`config.mk`:
```
export PLATFORM = sky130hd
export DESIGN_NAME = fcnn_sequencer
export DESIGN_NICKNAME = d
export VERILOG_FILES = /design/src/rtl/fcnn_sequencer.sv
export SDC_FILE = /design/constraint.sdc
export NUM_CORES = 1
export LEC_CHECK = 0
export BUFFER_PORTS_ARGS = -buffer_cell sky130_fd_sc_hd__clkbuf_2
export CAP_MARGIN = 20
export CORE_ASPECT_RATIO = 0.5
export CORE_UTILIZATION = 51
export DETAILED_ROUTE_END_ITERATION = 8
export PLACE_DENSITY = 0.8
export RECOVER_POWER = 100
export SYNTH_ARGS = -nofsm -noshare
export SYNTH_HDL_FRONTEND = slang
export SYNTH_SLANG_ARGS = --single-unit
export TNS_END_PERCENT = 20
```
`constraint.sdc`:
```
create_clock -name clk -period 4 [get_ports clk]
set_input_delay 0.6 -clock clk [delete_from_list [all_inputs] [get_ports clk]]
set_output_delay 0.6 -clock clk [all_outputs]
set_load 0.005 [all_outputs]
```
`src/rtl/fcnn_sequencer.sv`:
```
// fcnn_sequencer: top-level controller for the 784-30-10 fully connected
// inference datapath. Latches the input image, steps the four datapath
// stages for their fixed latencies, then scans the output activations to
// find the winning class.
//
// state     | meaning
// ----------+---------------------------------------------------------
// S_IDLE    | waiting for start; result registers hold the last answer
// S_CAPTURE | one cycle, input image register loads iData
// S_M0      | matrixMult0 enabled for MULT0_LAT cycles
// S_A0      | hidden neuron layer enabled for ACT0_LAT cycles
// S_M1      | matrixMult1 enabled for MULT1_LAT cycles
// S_A1      | output neuron layer enabled for ACT1_LAT cycles
// S_SCAN    | serial argmax over N_OUT activations, one per cycle
// S_DONE    | one cycle, done pulse, result registers just updated

module fcnn_sequencer #(
   parameter int DATA_WIDTH = 8,
   parameter int N_OUT      = 10,
   parameter int IDX_W      = 4,
   parameter int MULT0_LAT  = 2,
   parameter int ACT0_LAT   = 1,
   parameter int MULT1_LAT  = 2,
   parameter int ACT1_LAT   = 1
) (
   input  logic                        clk,
   input  logic                        rst,
   input  logic                        start,
   input  logic                        abort,
   input  logic [N_OUT*DATA_WIDTH-1:0] out_data,
   output logic                        capture_en,
   output logic [3:0]                  stage_en,
   output logic                        busy,
   output logic                        done,
   output logic                        result_valid,
   output logic [IDX_W-1:0]            class_idx,
   output logic [DATA_WIDTH-1:0]       max_value
);

   localparam int MAX_M   = (MULT0_LAT > MULT1_LAT) ? MULT0_LAT : MULT1_LAT;
   localparam int MAX_A   = (ACT0_LAT > ACT1_LAT) ? ACT0_LAT : ACT1_LAT;
   localparam int MAX_S   = (MAX_M > MAX_A) ? MAX_M : MAX_A;
   localparam int MAX_LAT = (MAX_S > N_OUT) ? MAX_S : N_OUT;
   // Timer only ever holds latency-1, and N_OUT >= 2 keeps this >= 1.
   localparam int TMR_W   = $clog2(MAX_LAT);

   typedef enum logic [2:0] {
      S_IDLE    = 3'd0,
      S_CAPTURE = 3'd1,
      S_M0      = 3'd2,
      S_A0      = 3'd3,
      S_M1      = 3'd4,
      S_A1      = 3'd5,
      S_SCAN    = 3'd6,
      S_DONE    = 3'd7
   } state_t;

   state_t                state_q, state_d;
   logic [TMR_W-1:0]      timer_q, timer_d;
   logic [IDX_W-1:0]      scan_idx_q, scan_idx_d;
   logic [DATA_WIDTH-1:0] max_run_q, max_run_d;
   logic [IDX_W-1:0]      idx_run_q, idx_run_d;
   logic                  capture_en_q, capture_en_d;
   logic [3:0]            stage_en_q, stage_en_d;
   logic                  busy_q, busy_d;
   logic                  done_q, done_d;
   logic                  result_valid_q, result_valid_d;
   logic [IDX_W-1:0]      class_idx_q, class_idx_d;
   logic [DATA_WIDTH-1:0] max_value_q, max_value_d;

   logic [DATA_WIDTH-1:0] elem;
   logic                  take;
   logic [DATA_WIDTH-1:0] cand_max;
   logic [IDX_W-1:0]      cand_idx;
   logic                  last;

   // Timer reload value for the state being entered.
   function automatic logic [TMR_W-1:0] load_val(input state_t s);
      logic [TMR_W-1:0] v;
      case (s)
         S_M0:    v = TMR_W'(MULT0_LAT - 1);
         S_A0:    v = TMR_W'(ACT0_LAT - 1);
         S_M1:    v = TMR_W'(MULT1_LAT - 1);
         S_A1:    v = TMR_W'(ACT1_LAT - 1);
         S_SCAN:  v = TMR_W'(N_OUT - 1);
         default: v = '0;
      endcase
      return v;
   endfunction

   // Select the activation currently under the scan index.
   always_comb begin
      elem = '0;
      for (int k = 0; k < N_OUT; k++) begin
         if (scan_idx_q == IDX_W'(k)) begin
            elem = out_data[k*DATA_WIDTH +: DATA_WIDTH];
         end
      end
   end

   // Running argmax step: first element loads, later ones must be strictly larger.
   always_comb begin
      take     = (scan_idx_q == '0) || (elem > max_run_q);
      cand_max = take ? elem : max_run_q;
      cand_idx = take ? scan_idx_q : idx_run_q;
   end

   // Next-state, timer, scan and registered-output computation.
   always_comb begin
      state_d        = state_q;
      timer_d        = timer_q;
      scan_idx_d     = scan_idx_q;
      max_run_d      = max_run_q;
      idx_run_d      = idx_run_q;
      class_idx_d    = class_idx_q;
      max_value_d    = max_value_q;
      result_valid_d = result_valid_q;
      last           = (timer_q == '0);

      case (state_q)
         S_IDLE: begin
            if (start) begin
               state_d        = S_CAPTURE;
               result_valid_d = 1'b0;
            end
         end
         S_CAPTURE: state_d = S_M0;
         S_M0:      if (last) state_d = S_A0;
         S_A0:      if (last) state_d = S_M1;
         S_M1:      if (last) state_d = S_A1;
         S_A1:      if (last) state_d = S_SCAN;
         S_SCAN: begin
            max_run_d  = cand_max;
            idx_run_d  = cand_idx;
            scan_idx_d = scan_idx_q + IDX_W'(1);
            if (last) begin
               state_d        = S_DONE;
               class_idx_d    = cand_idx;
               max_value_d    = cand_max;
               result_valid_d = 1'b1;
            end
         end
         S_DONE:  state_d = S_IDLE;
         default: state_d = S_IDLE;
      endcase

      // Abort discards the run, including a result that was about to land.
      if (abort && (state_q != S_IDLE)) begin
         state_d        = S_IDLE;
         class_idx_d    = class_idx_q;
         max_value_d    = max_value_q;
         result_valid_d = result_valid_q;
      end

      if (state_d != state_q) begin
         timer_d    = load_val(state_d);
         scan_idx_d = '0;
      end else if (!last) begin
         timer_d = timer_q - TMR_W'(1);
      end

      // Outputs are decoded from the next state so they are registered.
      capture_en_d = (state_d == S_CAPTURE);
      busy_d       = (state_d != S_IDLE);
      done_d       = (state_d == S_DONE);
      case (state_d)
         S_M0:    stage_en_d = 4'b0001;
         S_A0:    stage_en_d = 4'b0010;
         S_M1:    stage_en_d = 4'b0100;
         S_A1:    stage_en_d = 4'b1000;
         default: stage_en_d = 4'b0000;
      endcase
   end

   // State and output registers; reset overrides everything.
   always_ff @(posedge clk) begin
      if (rst) begin
         state_q        <= S_IDLE;
         timer_q        <= '0;
         scan_idx_q     <= '0;
         max_run_q      <= '0;
         idx_run_q      <= '0;
         capture_en_q   <= 1'b0;
         stage_en_q     <= 4'b0000;
         busy_q         <= 1'b0;
         done_q         <= 1'b0;
         result_valid_q <= 1'b0;
         class_idx_q    <= '0;
         max_value_q    <= '0;
      end else begin
         state_q        <= state_d;
         timer_q        <= timer_d;
         scan_idx_q     <= scan_idx_d;
         max_run_q      <= max_run_d;
         idx_run_q      <= idx_run_d;
         capture_en_q   <= capture_en_d;
         stage_en_q     <= stage_en_d;
         busy_q         <= busy_d;
         done_q         <= done_d;
         result_valid_q <= result_valid_d;
         class_idx_q    <= class_idx_d;
         max_value_q    <= max_value_d;
      end
   end

   assign capture_en   = capture_en_q;
   assign stage_en     = stage_en_q;
   assign busy         = busy_q;
   assign done         = done_q;
   assign result_valid = result_valid_q;
   assign class_idx    = class_idx_q;
   assign max_value    = max_value_q;

endmodule

```
==> impl_metrics.json, run 1 <==
{
  "synth.distinct_cells": 59,
  "async_reset_ff_frac": 0,
  "root_buffer": "clkbuf_16",
  "endpoint_kind": "flop",
  "fin_nets": 585,
  "clock_sinks": 43,
  "dieArea_mm2": 0.006512,
  "maxCapViolations": 0,
  "num_antenna_cells": 0,
  "cts.clk_slew.worst_paths_ps": 60,
  "ys_seq_area_frac": 0.2733,
  "worst_pin_slew_ps": 853.2,
  "dr.pass1.iters": 5,
  "fillers": 505,
  "drt_wl_total_um": 8498,
  "clock_skew_ps": 3.583,
  "synthSimpleGateAreaFrac": 0.2384,
  "synth_compound_area_frac": 0.2666,
  "cts_tree": "yes",
  "criticalPathCategory": "flop to flop",
  "place_congestion": 0.8725,
  "synth_xor_area_frac": 0.01391,
  "status": "completed",
  "multi_input_area_mm2": 0.002013,
  "antenna_left": 0,
  "pwr_density_cell_mw_per_mm2": 275.8,
  "cp_max_fo": 46,
  "ff_latch_area_um2": 860.8,
  "cp.required_ps": 4170,
  "ios": 104,
  "drt_drc_violations_left": 0,
  "relSlewSlack": 0.4300,
  "rows": 19,
  "synth_mux_area_frac": 0.06675,
  "grt_pass1_wl_um": 13640,
  "period_needed_ps": 3627,
  "dpl.hpwl_um": 6222,
  "die_w_um": 113.1,
  "synth_nets": 497,
  "hold_path_class": "flop to flop",
  "yosysWarnings": 0,
  "finalHoldViolCount": 0,
  "grt_pass1_vias": 2872,
  "vias": 3240,
  "layout-drive-gt1-share": 0.2720,
  "arrival_ps": 3790,
  "overflow": 0,
  "synth_top_family_by_area": "compound AO/OA/AOI/OAI gates",
  "chipHeight_um": 57.57,
  "drv_slew": 0,
  "final_cells": 562,
  "p_leak_nw": 1.694,
  "dp_cells": 554,
  "clockBufferDepth": 2,
  "ys_ff_latch": 43,
  "final-setup-viol-count": 0,
  "hold_buffers": 0,
  "clk_latency_ps": 280,
  "fmax_ghz": 0.2757,
  "rsz0062_at_grt": "no",
  "drt-initial-drc-count": 335,
  "viasPerCell": 5.765,
  "fin_setup_tns_ps": 0,
  "area_delta_synth_final_pct": 21.93,
  "portBuffers": 103,
  "wl_per_cell_um": 15.12,
  "ctsHtreeMaxLevel": 2,
  "grt_max_degree": 47,
  "synth_flop_cell": "dfxtp_1",
  "core_mm2": 0.005705,
  "cts_buffers": 5,
  "final.period_utilization": 0.9067,
  "synthAdderAreaFrac": 0.05483,
  "antenna_found_initial": 0,
  "synth_edf_count": 0,
  "synth_area_mm2": 0.003149,
  "synth.avg_cell_area_um2": 7.873,
  "ir_worst_vdd_mv": 0.2627,
  "critPathLaunchType": "flop",
  "grt.total_usage": 0.2646,
  "syn_inst": 400,
  "start_util": 0.5520
}
[cell usage in the layout (no fill, tap or decap), types with 3 or more instances in the layout]
master     instances
nand2_1           28
nor3_1             7
mux2i_1           21
o21ai_0           34
clkbuf_1           7
nand3b_1          12
buf_4             12
a211oi_1           7
a221oi_1           9
nand4b_1           5
clkbuf_2          97
nand2b_1          10
a211oi_2           4
xnor2_1            3
nor4_1             6
or3_1              5
ha_1              11
inv_1             21
a21o_1             3
a21oi_1           37
clkbuf_16          5
a221oi_2           4
nor2b_1           13
nand3_1            4
o21a_1             3
nor2_1            30
dfxtp_1           43
[synth_stat cells (all sizes together) (3+ instances only)]
cell type  count  area [um^2]
o21a           3        22.52
ha            13        162.7
or3            6        37.54
mux2i         21        210.2
nor2b         13        81.33
buf           17        121.4
a21oi         37        185.2
nand3          4        20.02
o21ai         35        175.2
nor2          31        118.9
and2           3        18.77
nand3b        12        90.09
a211oi        11        107.6
a21o           3        22.52
nand2         28        105.1
clkbuf        19        71.32
a221oi        13        138.9
nor3b          3        38.79
nand4b         5        43.79
inv           21        78.83
dfxtp         43        860.8
nor3           7        35.03
nand2b        10        62.56
nor4           6        37.54
xnor2          3        26.28
[critical path, cell delays in order (launching register included)]
cell      delay (ps)
dfxtp_1          410
inv_1            130
ha_1             240
buf_12           190
nand4b_1         190
a21oi_1          250
nor4_1            90
a221oi_1         390
ha_1             340
nand3_1          110
nor4_1            70
a21o_1           170
buf_4            160
or2_2            390
a21oi_1          280
a21oi_1          100
[where the power goes]
group	switching [W]	leakage [nW]	total, W	internal, W
clock	0.000161	0.0868	0.000472	0.000310
sequential	0.00000715	0.348	0.000443	0.000435
combinational	0.0000738	1.26	0.000145	0.0000711
total	0.000242	1.69	0.00106	0.000817
[area by class of cell]
class                           instances  area share
Multi-Input combinational cell        300      0.5243
Sequential cell                        43      0.2242
Timing Repair Buffer                  117      0.1619
Clock buffer                            6     0.03617
Tap cell                               73     0.02379
Inverter                               21     0.02053
Clock inverter                          2    0.009123
[registers in the layout, indices dropped and copies added (netlist names)]
signal,cells
state_q,3
max_value,8
timer_q,4
stage_en,4
result_valid,1
busy,1
scan_idx_q,4
done,1
class_idx,4
capture_en,1
max_run_q,8
idx_run_q,4
[through the flow]
stage	worst slack, ps	utilization	hold slack, ps	total power (W)	area, um^2
2_1_floorplan	720.4	-	444.7	0.0005326	3149
3_3_place_gp	254.0	0.6452	444.3	0.0005942	3681
3_5_place_dp	165.7	0.6452	449.0	0.0005960	3681
4_1_cts	130.5	0.6757	457.3	0.001067	3855
5_1_grt	92.70	0.6730	507.7	0.001105	3840
6_report	373.4	0.6730	478.6	0.001059	3840
[kinds of logic (layout without fill, tap and decap cells)]
kind of cell / Yosys count / count (layout)
simple gates: 136 / 136
compound gates: 124 / 124
buf+inv: 57 / 146
flops: 43 / 43
mux: 21 / 21
fa+ha+maj: 14 / 14
xor+xnor: 5 / 5
[layer usage]
layer / track usage / part of all wire / vias up
met4: 0.08083 / 0.014 / 0
met1: 0.3711 / 0.48 / 1478
met5: 0 / 0 / -
li1: - / - / 1615
met2: 0.4233 / 0.44 / 136
met3: 0.04038 / 0.072 / 11
[what timing repair did]
| item | in CTS | in global routing |
|---|---|---|
| resized for setup | 0 | 3 |
| buffers inserted | 0 | 0 |
| endpoints found under the setup margin | 0 | 17 |
[worst paths after layout]
check        slack (ps)           from            to  depth (start not counted)
max reg2reg         370  scan_idx_q[1]  class_idx[0]                         15
min                 480   max_value[0]  max_value[0]                          2
max                 370  scan_idx_q[1]  class_idx[0]                         15
min reg2reg         480   max_value[0]  max_value[0]                          2
Note: power is estimated with default switching activity, not from simulation.
==> run 2, diff against run 1 <==
CORE_UTILIZATION = 55   (was 51)
PLACE_DENSITY = 0.86   (was 0.8)
clock period = 4.2 ns   (was 4 ns; I/O delays follow)
==> run 2 against run 1 <==
Net effect: cell area shrank 0.39%; core utilization grew 2.3 points; die area down 7.1%; sequential share of layout area is 0.088 points higher; flip-flop and latch count did not move; routed wire length decreased by 1.0%; largest cell class unchanged; highest routed layer unchanged.
==> impl_metrics.json, run 2 (synthesis gave the netlist of run 1 again) <==
{
  "status": "completed",
  "fmax_ghz": 0.2612,
  "fin_area_mm2": 0.003825,
  "slowest_stage": "or2_2",
  "dr.pass1.iters": 5,
  "ir_worst_vdd_mv": 0.2790,
  "hold_path_class": "flop to flop",
  "clk_latency_ps": 280,
  "die_w_um": 109.0,
  "rows": 19,
  "period_needed_ps": 3829,
  "overflow": 0,
  "portBuffers": 103,
  "power_w": 0.001003,
  "hold_buffers": 0,
  "fillers": 450,
  "ctsHtreeMaxLevel": 2,
  "arrival_ps": 3980,
  "dieArea_mm2": 0.006051,
  "grt_max_degree": 47,
  "grt_pass1_vias": 2900,
  "cts_tree": "yes",
  "final.period_utilization": 0.9116,
  "dpl.hpwl_um": 6193,
  "root_buffer": "clkbuf_16",
  "cts.clk_slew.worst_paths_ps": 60,
  "p_leak_nw": 1.680,
  "ff_latch_area_um2": 860.8,
  "dpl_cell_area_mm2": 0.003664,
  "layout-drive-gt1-share": 0.2619,
  "criticalPathCategory": "flop to flop",
  "critPathLaunchType": "flop",
  "pwr_density_cell_mw_per_mm2": 262.2,
  "clockBufferDepth": 2,
  "wl_per_cell_um": 15.08,
  "multi_input_area_mm2": 0.002014,
  "ios": 104,
  "viasPerCell": 5.866,
  "place_ws_ps": 286.3,
  "finalHoldViolCount": 0,
  "grt.total_usage": 0.2809,
  "crit_buf_inv": 2,
  "grt_pass1_wl_um": 13520,
  "drt_wl_total_um": 8413,
  "fin_nets": 581,
  "drt_drc_violations_left": 0,
  "chipHeight_um": 55.51,
  "worst_pin_slew_ps": 847.7,
  "place_congestion": 0.8685,
  "clock_sinks": 43,
  "drt-initial-drc-count": 344,
  "maxCapViolations": 0,
  "slowest_delay_ps": 430,
  "cp_max_fo": 19,
  "setup_slack_ps": 371.5,
  "vias": 3273,
  "crit_path_cell_trace": "inv_1, ha_1, buf_4, nand3b_1, a211oi_1, nor4_1, a221oi_2, ha_1, nand3_1, nor4_1, a21o_1, or2_2, o21ai_0, a21oi_1",
  "cp.required_ps": 4350,
  "fin_setup_tns_ps": 0,
  "start_util": 0.5735,
  "relSlewSlack": 0.4336,
  "num_antenna_cells": 0,
  "area_delta_synth_final_pct": 21.45,
  "rsz0062_at_grt": "no",
  "layout_common_cells": "95 x clkbuf_2, 43 x dfxtp_1, 37 x a21oi_1, 33 x o21ai_0, 30 x nor2_1",
  "final-setup-viol-count": 0,
  "antenna_left": 0,
  "cts_buffers": 5,
  "drv_slew": 0,
  "core_mm2": 0.005492,
  "clock_skew_ps": 4.856,
  "crit_family": "compound AO/OA/AOI/OAI gates",
  "antenna_found_initial": 0,
  "final_common_cell": "clkbuf_2",
  "endpoint_kind": "flop"
}
[run 2: worst min-delay path, stage by stage (launching register included)]
cell	delay, ps
dfxtp_1	310
nand2_1	50
a21oi_1	50
[run 2: area by class of cell]
type                    instances  area share
inverters                      21     0.02061
multi-input cells             300      0.5267
clock buffers                   6     0.03631
well taps                      73     0.02388
flip-flops and latches         43      0.2251
clock inverters                 2    0.009159
repair buffers                113      0.1583
[run 2: path summary, 6_finish.rpt]
kind	cells past startpoint	slack [ps]	to	startpoint
setup reg to reg	14	370	max_value[4]	scan_idx_q[1]
hold reg to reg	2	470	result_valid	result_valid
setup / recovery	14	370	max_value[4]	scan_idx_q[1]
hold / removal	2	470	result_valid	result_valid
[run 2: report_power, final]
group          switching [W]  leakage [nW]  internal, W
combinational      0.0000708          1.25    0.0000664
sequential        0.00000668         0.348     0.000415
clock               0.000149        0.0868     0.000295
total               0.000227          1.68     0.000776
[run 2: through the flow]
stage               hold WS (ps)  std cells  utilization
finish                     467.2        558       0.6965
global route               483.6        558       0.6965
CTS                        459.8        558       0.6988
detailed placement         443.3        550       0.6671
global placement           439.0        550       0.6671
floorplan                  444.7        400            -
[run 2: metal layers]
metal / part of all wire / up-vias / GRT usage
met5: 0 / - / 0
met4: 0.024 / 0 / 0.1100
met3: 0.076 / 22 / 0.04723
met2: 0.43 / 135 / 0.4259
met1: 0.47 / 1510 / 0.3960
li1: - / 1606 / -
[run 2: repair_timing]
action	CTS	global route
gates resized for setup	0	2
buffers inserted	0	0
endpoints found under the hold margin	0	0
setup endpoints to repair	0	11
==> run 3, diff against run 2 <==
GPL_TIMING_DRIVEN = 0   (was not set)
REMOVE_ABC_BUFFERS = 1   (was not set)
==> run 3 against run 2 <==
Net effect: the flow now finishes with violations (DRC); worst setup slack lost 160 ps; cell area shrank 1.2%; global-route usage shrank 0.38 points; total power shrank 8.0%; final cell count fell by 1.4%; count of clock-buffer cells in the layout grew 1; clock power down 18%; worst hold slack got worse by 17 ps; non-clock buffer count down 8; combinational power about the same; clock skew shrank 0.51 ps.
==> impl_metrics.json, run 3 (synthesis gave the netlist of run 1 again) <==
{
  "crit_path_start": "scan_idx_q[0]",
  "place_congestion": 0.8461,
  "fin_nets": 573,
  "setup_slack_ps": 209.3,
  "final_common_cell": "clkbuf_2",
  "crit_path_cell_trace": "inv_1, ha_4, a21oi_1, a211oi_1, a21oi_1, o21ai_0, ha_1, a21o_1, a211oi_2, o211a_1, or3_4, mux2i_1, nor2_1",
  "area_delta_synth_final_pct": 19.98,
  "grt_max_degree": 47,
  "dp_cells": 541,
  "relSlewSlack": 0.3968,
  "core_mm2": 0.005492,
  "num_antenna_cells": 0,
  "final_cells": 550,
  "slowest_delay_ps": 480,
  "cts_buffers": 5,
  "cts_tree": "yes",
  "arrival_ps": 4140,
  "place_ws_ps": -349.4,
  "clock_sinks": 43,
  "layout-drive-gt1-share": 0.2558,
  "final-setup-viol-count": 0,
  "holdWs_ps": 449.9,
  "die_w_um": 109.0,
  "antenna_found_initial": 0,
  "critPathLaunchType": "flop",
  "drt-initial-drc-count": 264,
  "seq_power_share": 0.457,
  "viasPerCell": 5.909,
  "overflow": 0,
  "portBuffers": 103,
  "grt.total_usage": 0.2771,
  "final.period_utilization": 0.9502,
  "violations": "DRC",
  "grt_pass1_wl_um": 13230,
  "wl_per_cell_um": 15.47,
  "pwr_density_cell_mw_per_mm2": 244.3,
  "endpoint_kind": "flop",
  "slowest_stage": "o21ai_0",
  "cp.required_ps": 4350,
  "ctsHtreeMaxLevel": 2,
  "ios": 104,
  "dr.pass1.iters": 7,
  "cp_max_fo": 28,
  "vias": 3250,
  "cp-endpoint": "idx_run_q[0]",
  "fmax_ghz": 0.2506,
  "drt_wl_total_um": 8506,
  "p_switching_w": 0.0002222,
  "root_buffer": "clkbuf_16",
  "period_needed_ps": 3991,
  "clk_latency_ps": 280,
  "r2r_cells": 13,
  "layout_common_cells": "95 x clkbuf_2, 42 x dfxtp_1, 37 x a21oi_1, 33 x o21ai_0, 30 x nor2_1",
  "criticalPathCategory": "flop to flop",
  "status": "complete, but fails checks",
  "p_int_w": 0.0007008,
  "drv_slew": 0,
  "p_comb_frac": 0.146,
  "ir_worst_vdd_mv": 0.1715,
  "grt_pass1_vias": 2837,
  "cpMostUsedCell": "a21oi_1",
  "clockBufferDepth": 2,
  "p_leak_nw": 1.620,
  "rows": 19,
  "r2r-end": "idx_run_q[0]",
  "fin_setup_tns_ps": 0,
  "netSwitchingFraction": 0.2407,
  "dieArea_mm2": 0.006051,
  "r2r_slack_ps": 210,
  "antenna_left": 0,
  "chipHeight_um": 55.51,
  "hold_path_class": "flop to flop",
  "cts.clk_slew.worst_paths_ps": 60,
  "finalHoldViolCount": 0,
  "rr_startpoint": "scan_idx_q[0]",
  "drt_drc_violations_left": 2,
  "maxCapViolations": 0,
  "power_frac_clock": 0.397,
  "start_util": 0.5735,
  "clock_skew_ps": 4.342,
  "rsz0062_at_grt": "no",
  "hold_buffers": 0,
  "dpl.hpwl_um": 5808,
  "worst_pin_slew_ps": 903.6
}
[run 3: worst min-delay path by stage]
stage	from	end	slack, ps	cells past startpoint
5_1_grt	max_value[0]	max_value[0]	470	2
3_5_place_dp	max_value[0]	max_value[0]	450	2
3_3_place_gp	max_value[0]	max_value[0]	440	2
6_report	max_value[0]	max_value[0]	450	2
4_1_cts	max_value[0]	max_value[0]	450	2
2_1_floorplan	max_value[0]	max_value[0]	440	2
[run 3: layout make-up]
| class | instances | area (um^2) |
|---|---|---|
| clock buffer | 7 | 132.6 |
| tap | 73 | 91.34 |
| timing repair buffer | 105 | 544.3 |
| fill | 463 | 1713 |
| sequential | 43 | 862.1 |
| clock inverter | 1 | 5.005 |
| multi-input combinational | 300 | 2064 |
| inverter | 21 | 78.83 |
[run 3: metrics by stage]
stage / utilization / instance area [um^2] / total power [W]
3_5_place_dp: 0.6523 / 3582 / 0.0005641
5_1_grt: 0.6881 / 3779 / 0.0009601
2_1_floorplan: - / 2957 / 0.0005019
4_1_cts: 0.6794 / 3731 / 0.0009275
3_3_place_gp: 0.6489 / 3563 / 0.0005609
6_report: 0.6881 / 3779 / 0.0009231
[run 3: power by group through the flow]
stage / Clock, W / Combinational (W) / Sequential, W
after floorplan: 0 / 0.0000727 / 0.000429
after global placement: 0 / 0.000131 / 0.000430
after detailed placement: 0 / 0.000134 / 0.000430
after CTS: 0.000371 / 0.000135 / 0.000422
after global routing: 0.000389 / 0.000149 / 0.000422
final: 0.000366 / 0.000135 / 0.000421
[run 3: critical path: cells and delay by family, from the launching register on]
family / cells / cell delay (ps)
DFF: 1 / 410
muxes: 1 / 270
buffers and inverters: 1 / 260
AOI/OAI and AO/OA: 7 / 1750
and+or+nand+nor: 2 / 430
adders and majority gates: 2 / 730
[run 3: per-layer routing]
metal | global-route usage | wire length, um | vias up
met4 | 0.07143 | 87 | 0
met2 | 0.4555 | 3909 | 109
li1 | - | - | 1595
met3 | 0.05667 | 471 | 9
met5 | 0 | 0 | -
met1 | 0.3696 | 4037 | 1537
[run 3: timing repair]
| item | 4_1_cts | 5_1_grt |
|---|---|---|
| cloned | 0 | 0 |
| gates resized for setup | 5 | 6 |
| buffers inserted | 0 | 1 |
| setup endpoints to repair | 14 | 21 |
